==> src/rtl/riscv_pkg.sv <==
// Shared fetch-side types and constants.
// Holds the fetch state encoding, the default address width and the instruction size.
package riscv_pkg;

    localparam int unsigned XLEN       = 32;
    localparam int unsigned INSN_BYTES = 4;

    typedef enum logic [1:0] {
        BOOT  = 2'd0,
        RUN   = 2'd1,
        REDIR = 2'd2
    } fetch_state_t;

endpackage

==> src/rtl/fetch_pc_unit.sv <==
// Fetch PC owner: sequences PC+4, applies execute redirects (even under stall or a
// busy memory), drives the instruction-memory request and the decode/execute flushes.
module fetch_pc_unit
    import riscv_pkg::*;
#(
    parameter int unsigned     XLEN         = riscv_pkg::XLEN,
    parameter logic [XLEN-1:0] RESET_VECTOR = '0
) (
    input  logic            clk,
    input  logic            rst,
    input  logic            pc_src_e,
    input  logic [XLEN-1:0] pc_target_e,
    input  logic            stall_f,
    output logic            imem_req,
    output logic [XLEN-1:0] imem_addr,
    input  logic            imem_ready,
    output logic            if_valid,
    output logic [XLEN-1:0] pc_f,
    output logic [XLEN-1:0] pc_plus4_f,
    output logic            flush_d,
    output logic            flush_e,
    output logic            misaligned
);

    fetch_state_t    state, state_d;
    logic [XLEN-1:0] pc_q, pc_d;
    logic            redir_valid, redir_valid_d;
    logic [XLEN-1:0] redir_target, redir_target_d;
    logic [XLEN-1:0] target_aligned;
    logic            fire;

    assign target_aligned = {pc_target_e[XLEN-1:2], 2'b00};

    assign imem_req   = (state != BOOT);
    assign fire       = imem_req & imem_ready & ~stall_f;
    // redir_target always equals pc_q while a redirect is pending
    assign pc_f       = redir_valid ? redir_target : pc_q;
    assign imem_addr  = pc_f;
    assign pc_plus4_f = pc_f + XLEN'(INSN_BYTES);
    assign if_valid   = fire & ~pc_src_e;
    assign flush_d    = pc_src_e;
    assign flush_e    = pc_src_e;
    assign misaligned = pc_src_e & (|pc_target_e[1:0]);

    always_comb begin
        state_d        = state;
        pc_d           = pc_q;
        redir_valid_d  = redir_valid;
        redir_target_d = redir_target;
        if (pc_src_e && fire) begin
            // Target not yet fetched; RUN advances past it on its own fire.
            pc_d          = target_aligned;
            redir_valid_d = 1'b0;
            state_d       = RUN;
        end else if (pc_src_e) begin
            pc_d           = target_aligned;
            redir_valid_d  = 1'b1;
            redir_target_d = target_aligned;
            state_d        = REDIR;
        end else if (fire) begin
            pc_d          = pc_q + XLEN'(INSN_BYTES);
            redir_valid_d = 1'b0;
            state_d       = RUN;
        end else if (state == BOOT) begin
            state_d = RUN;
        end
    end

    always_ff @(posedge clk) begin
        if (rst) begin
            state        <= BOOT;
            pc_q         <= RESET_VECTOR;
            redir_valid  <= 1'b0;
            redir_target <= '0;
        end else begin
            state        <= state_d;
            pc_q         <= pc_d;
            redir_valid  <= redir_valid_d;
            redir_target <= redir_target_d;
        end
    end

endmodule

==> config.mk <==
export PLATFORM = sky130hd
export DESIGN_NAME = fetch_pc_unit
export DESIGN_NICKNAME = d
export VERILOG_FILES = /design/src/rtl/riscv_pkg.sv /design/src/rtl/fetch_pc_unit.sv
export SDC_FILE = /design/constraint.sdc
export NUM_CORES = 1
export LEC_CHECK = 0
export CAP_MARGIN = 15
export CORE_MARGIN = 3
export CORE_UTILIZATION = 35
export CTS_CLUSTER_SIZE = 40
export DETAILED_ROUTE_END_ITERATION = 12
export GPL_TIMING_DRIVEN = 0
export PLACE_DENSITY = 0.66
export SETUP_SLACK_MARGIN = 0.4
export SKIP_LAST_GASP = 1
export SYNTH_ARGS = -nofsm -noshare
export SYNTH_HDL_FRONTEND = slang
export SYNTH_SLANG_ARGS = --single-unit
==> constraint.sdc <==
create_clock -name clk -period 6.4 [get_ports clk]
set_input_delay 1.28 -clock clk [delete_from_list [all_inputs] [get_ports clk]]
set_output_delay 1.28 -clock clk [all_outputs]
set_load 0.005 [all_outputs]
# Word level (Yosys, flattened, before mapping)
# Cells that the tools add are included.
[word_totals] ff_bits=65 input_bits=37
[classes] n_addsub=2 n_reduce_logical=11 n_mux=10 bitwise=7
[ops] cell="$mux W32" count=4
[ops] cell="$add A32 B3 Y32 const B" count=2
[ops] cell="$mux W2" count=3
[ops] cell="$reduce_bool A3 Y1" count=2
[ops] cell="$and A1 B1 Y1" count=4
[ops] cell="$reduce_bool A2 Y1" count=2
[ops] cell="$reduce_bool A4 Y1" count=1
[ops] cell="$reduce_or A2 Y1" count=2
[ops] cell="$mux W1" count=3
[ops] cell="$not A1 Y1" count=3
[ops] cell="$reduce_or A3 Y1" count=1
[ops] cell="$logic_not A2 Y1" count=1
[ops] cell="$reduce_and A2 Y1" count=1
[ops] cell="$logic_and A1 B1 Y1" count=1

# Depth between registers and ports, before layout
# Gate-level depths: netlist of the first run.
[depth] word_depth=6 mapped_depth=11 mapped_depth_nobuf=7

# Worst setup path before layout of the first run
# No wires, ideal clock.
[synth_timing] path_type="reg2out" start="reg redir_valid" end="out pc_plus4_f[30]" stages_incl_launch_ff=12 setup_slack_ns=2.494 required_time_ns=5.120 n_path_buf=4 arrival_time_ns=2.626 path_cell_list="dfxtp_1 -> buf_6 -> buf_2 -> buf_2 -> buf_2 -> mux2i_1 -> inv_1 -> ha_1 -> a21boi_1 -> nand4_2 -> nor3b_1 -> xor2_1"
[synth_via] elab_chain_cells=2
[synth_lines] element="start: declaration" line="fetch_pc_unit.sv:27" text="logic redir_valid, redir_valid_d;"
[synth_lines] element="start signal: assignment" line="fetch_pc_unit.sv:78" text="redir_valid <= redir_valid_d;"
[synth_lines] element="$mux W32" line="fetch_pc_unit.sv:37" text="assign pc_f = redir_valid ? redir_target : pc_q;"
[synth_lines] element="via imem_addr[2]" line="fetch_pc_unit.sv:15" text="output logic [XLEN-1:0] imem_addr,"
[synth_lines] element="$add A32 B3 Y32" line="fetch_pc_unit.sv:39" text="assign pc_plus4_f = pc_f + XLEN'(INSN_BYTES);"
[synth_lines] element="end: declaration" line="fetch_pc_unit.sv:19" text="output logic [XLEN-1:0] pc_plus4_f,"
# The timed path passes the listed nets, and every way through them passes these cells.

# Final worst setup path of the first run
[layout_timing] start="reg redir_valid" end="out pc_plus4_f[30]"
[layout_via] elab_chain_cells=2
[layout_lines] element="$mux W32" line="fetch_pc_unit.sv:37"
[layout_lines] element="$add A32 B3 Y32" line="fetch_pc_unit.sv:39"
# No other way between the ends.

==> results.md, run 1 <==
- The overall via count from detail_route is 4,263.
- The final worst-path setup slack is between 0.9 and 1 ns.
- 0 antenna diodes ended up in the layout.
- The setup skew after layout is about 0.0067 ns.
- Of the cells placed in the final design, the portion with a size suffix greater than 1 is 0.124.
- Of the available clock period, the critical path in the final layout requires 0.856.
- The initial utilization of the core area, before any placement, comes to 0.361.
- For this run, the post-layout net count is 725.
- The worst reg2reg path endpoint is pc_q[25].
- The worst setup path is launched from a flop.
- Buffers added to address setup during post-CTS repair amount to 0.
- The post-placement worst setup slack is 0.997 ns.
- The synthesized area per cell is just under 8 um2.
- The starting DRC count in detailed routing is 267.
- The die is 115 um wide.
- Detailed placement ended at an HPWL of 10,100 um.
- After clock tree synthesis, the flow added hold-fix buffers numbering 0.
- The post-synthesis to final-layout area growth is 42.6%.
- The final period demand of the worst path is approximately 5.5 ns.
- For this run, the leading register cell type out of synthesis is dfxtp_1.
- The count of flip-flops with a built-in enable after synthesis is 0.
- The peak supply drop is around 130 uV.
- Excluding fillers, the count of instances in the completed layout stands at 834.
- The clock slew at the register clock pins of the worst setup and hold paths is around 0.05 ns.
- For this design the top-level I/O count stands at 138.
- The start-to-end type of the worst setup path is flop to primary output.
- The total wirelength of the detailed-routed design is between 10,000 and 15,000 um.
- The maximum fanout along the worst path is 10.
- The worst setup path is captured at a primary output.
- The number of port buffers is 129.
- The number of maximum-capacitance constraint violations is 0.
- After floorplanning, the core was divided into 39 placement rows.
- The clock tree root buffer cell is clkbuf_16.
- The min-delay analysis places its worst path in the category flop to flop.
- Of the synthesized area, sequential elements account for 0.303.
- Post-CTS repair changed the size of 0 cells.
- The launch point of the worst hold path is redir_target[18].
- Global routing finished with a remaining overflow of 0.
- The area of the die is approximately 13,000 um2.
- The first global-routing pass estimated between 20,000 and 25,000 um of wire.
- The final-report hold violation count is 0.
- The number of cells traversed by the worst register-to-register path is 5.
- In the final routed layout, each cell accounts on average for about 16 um.
- The clock passes through at most 2 buffers.
- Setup violations remaining at the end of the flow were counted as 0.
- For this run, the top clock speed supported by timing is ~180 MHz.
- For this run, asynchronously set or reset flops after synthesis account for 0.
- The maximum number of pins on one net before global-route repair is 11.
- The final setup TNS is 0 ns.
- The number of instances in the synthesized netlist is approximately 540.
- For hold timing, the worst endpoint is redir_target[18].
- The placed instance count is about 820.
- The average via count per standard cell is 5.11.
- The total clock sinks is 63.
- The total count of max-transition violations in the final report came to 0.
- Headroom to the max-slew limit came out at 0.566.
- The die is between 100 and 150 um tall.
- The total power per unit cell area is 204 nW/um2.
- The data required time of the critical path is 5.12 ns.
- The clock reaches the later pin of the worst-skew pair after 0.33 ns.
- The number of global-route vias before repair was roughly 4,100.
- The number of iterations in the first detailed-routing pass is 5.
- The number of warning messages in the yosys log is 0.
- The number of antenna violations at the first check in global routing is 0.
- The aggregate global-route resource usage is 0.200.
- Setup repair after global routing left no endpoint under its margin.
- After synthesis the netlist holds a flip-flop and latch count of between 60 and 70.
- The TritonCTS clock tree is built.
- The total CTS buffers is 9.
- After detailed routing, the number of remaining DRC violations is 0.
- The startpoint of the lowest-slack register-to-register path is pc_q[10].
- For the pin with the worst max-slew slack, the measured transition is between 0.6 and 0.7 ns.
- Data on the critical path arrives at its endpoint at ~4.2 ns.
- The final antenna-violating net count is 0.
- The layout has 1,114 filler cells.
- At the end of routability-driven placement, the weighted congestion stood at around 0.87.
- The leakage power total is about 2.3 nW.
- The number of distinct library cell variants in the gate-level netlist after synthesis is 47.
- The run finished with clean final reports.
- Summing every instance area after synthesis gives between 4000 and 5000 um2.
- The core region is 11,500 um2.
- The maximum level of the CTS H-tree is 3.
- Counting instances, the worst hold path has a depth of 2.
- For flop-to-flop paths, the worst setup slack is approximately 4.3 ns.
worst max path at each step:
stage	slack, ns	depth (start not counted)	startpoint	to
CTS	0.63	12	redir_valid	pc_plus4_f[30]
global placement	1.07	12	redir_valid	pc_plus4_f[30]
floorplan	2.49	11	redir_valid	pc_plus4_f[30]
finish	0.92	12	redir_valid	pc_plus4_f[30]
global route	0.70	12	redir_valid	pc_plus4_f[26]
detailed placement	1.0	12	redir_valid	pc_plus4_f[30]
power by group:
group / internal (mW) / switching (mW) / total, mW
clock: 0.282 / 0.172 / 0.454
sequential: 0.419 / 0.0295 / 0.448
combinational: 0.179 / 0.129 / 0.308
total: 0.880 / 0.331 / 1.21
through the flow:
stage	util	total power, mW	hold WS, ns	area, um2
2_1_floorplan	-	0.597	0.433	4180
3_3_place_gp	0.490	0.760	0.440	5650
3_5_place_dp	0.490	0.765	0.451	5650
4_1_cts	0.514	1.22	0.456	5920
5_1_grt	0.515	1.27	0.477	5930
6_report	0.515	1.21	0.453	5930
cell type report:
| class | count | area (um2) | area share |
|---|---|---|---|
| buffer | 67 | 418 | 0.0705 |
| clock inverter | 3 | 17.5 | 0.00296 |
| timing repair buffer | 129 | 1290 | 0.218 |
| multi-input combinational | 400 | 2440 | 0.412 |
| tap | 143 | 179 | 0.0302 |
| sequential | 63 | 1260 | 0.213 |
| inverter | 16 | 60.1 | 0.0101 |
| clock buffer | 13 | 260 | 0.0439 |
state kept, by name (all words and copies together), names as in the netlist:
| name | count |
|---|---|
| redir_target | 30 |
| pc_q | 30 |
| redir_valid | 1 |
| state | 2 |
Yosys cell counts (11+ instances only):
library cell,instances,area share
a211oi_1,16,0.029
a21oi_1,39,0.047
buf_4,39,0.070
clkbuf_1,20,0.018
dfxtp_1,63,0.30
inv_1,16,0.014
mux2_2,16,0.043
nand2_1,94,0.085
nand3_1,21,0.025
nand4_1,11,0.017
nor2_1,43,0.039
nor3_1,12,0.014
o21ai_0,18,0.022
xnor2_1,29,0.061
xor2_1,17,0.036
placed cells by master, fill, tap and decap left out, drive strengths merged, types with 2 or more instances in the layout:
cell type and count:
a211oi 17, a21boi 2, a21oi 39, a311oi 10, and2 2, and3 5
and4 2, buf 47, clkbuf 33, clkdlybuf4s50 129, clkinv 2, conb 6
dfxtp 63, ha 2, inv 16, mux2 17, mux2i 9, nand2 94
nand3 21, nand3b 2, nand4 15, nand4b 6, nor2 43, nor2b 3
nor3 12, nor4 9, o21ai 19, or3 11, xnor2 29, xor2 17
kinds of logic (layout without fill, tap and decap cells):
group	after synthesis	after routing	share of synthesized area
XOR/XNOR	46	46	0.0969
AO/OA/AOI/OAI	92	92	0.136
multiplexers	26	26	0.0686
AND/OR/NAND/NOR	228	228	0.273
buffers and inverters	83	228	0.115
adder cells (fa/ha/maj)	2	2	0.00602
other	1	6	0.000902
flip-flops	63	63	0.303
routing by layer:
metal	up-vias	GRT usage	wire (um)	share of wire
met1	1951	0.263	5830	0.44
met5	-	0	0	0
met2	161	0.330	6340	0.48
li1	2131	-	-	-
met4	0	0.0626	247	0.019
met3	20	0.0379	822	0.062
worst max-delay path, cell delays in order (launching register included):
cell	delay [ns]
dfxtp_1	0.47
buf_6	0.21
buf_2	0.25
buf_2	0.33
buf_2	0.34
mux2i_1	0.15
inv_1	0.11
ha_1	0.19
a21boi_2	0.46
nand4_2	0.32
nor3b_1	0.34
xor2_1	0.16
clkdlybuf4s50_1	0.51
No activity file was read; power rests on OpenSTA's default activity.
==> run 2, diff against run 1 <==
==> constraint.sdc (replaced) <==
create_clock -name clk -period 6.3 [get_ports clk]
set_input_delay 1.26 -clock clk [delete_from_list [all_inputs] [get_ports clk]]
set_output_delay 1.26 -clock clk [all_outputs]
set_load 0.005 [all_outputs]
==> results of run 2 <==
Same layout as run 1 (identical final DEF). Status: finished, final reports clean.
Main changes from that run: setup slack after placement 0.997 ns -> 0.917 ns; setup slack after layout 0.924 ns -> 0.844 ns; register-to-register setup slack 4.30 ns -> 4.20 ns; total power 1.21 mW -> 1.23 mW; worst IR drop on VDD 135 uV -> 137 uV
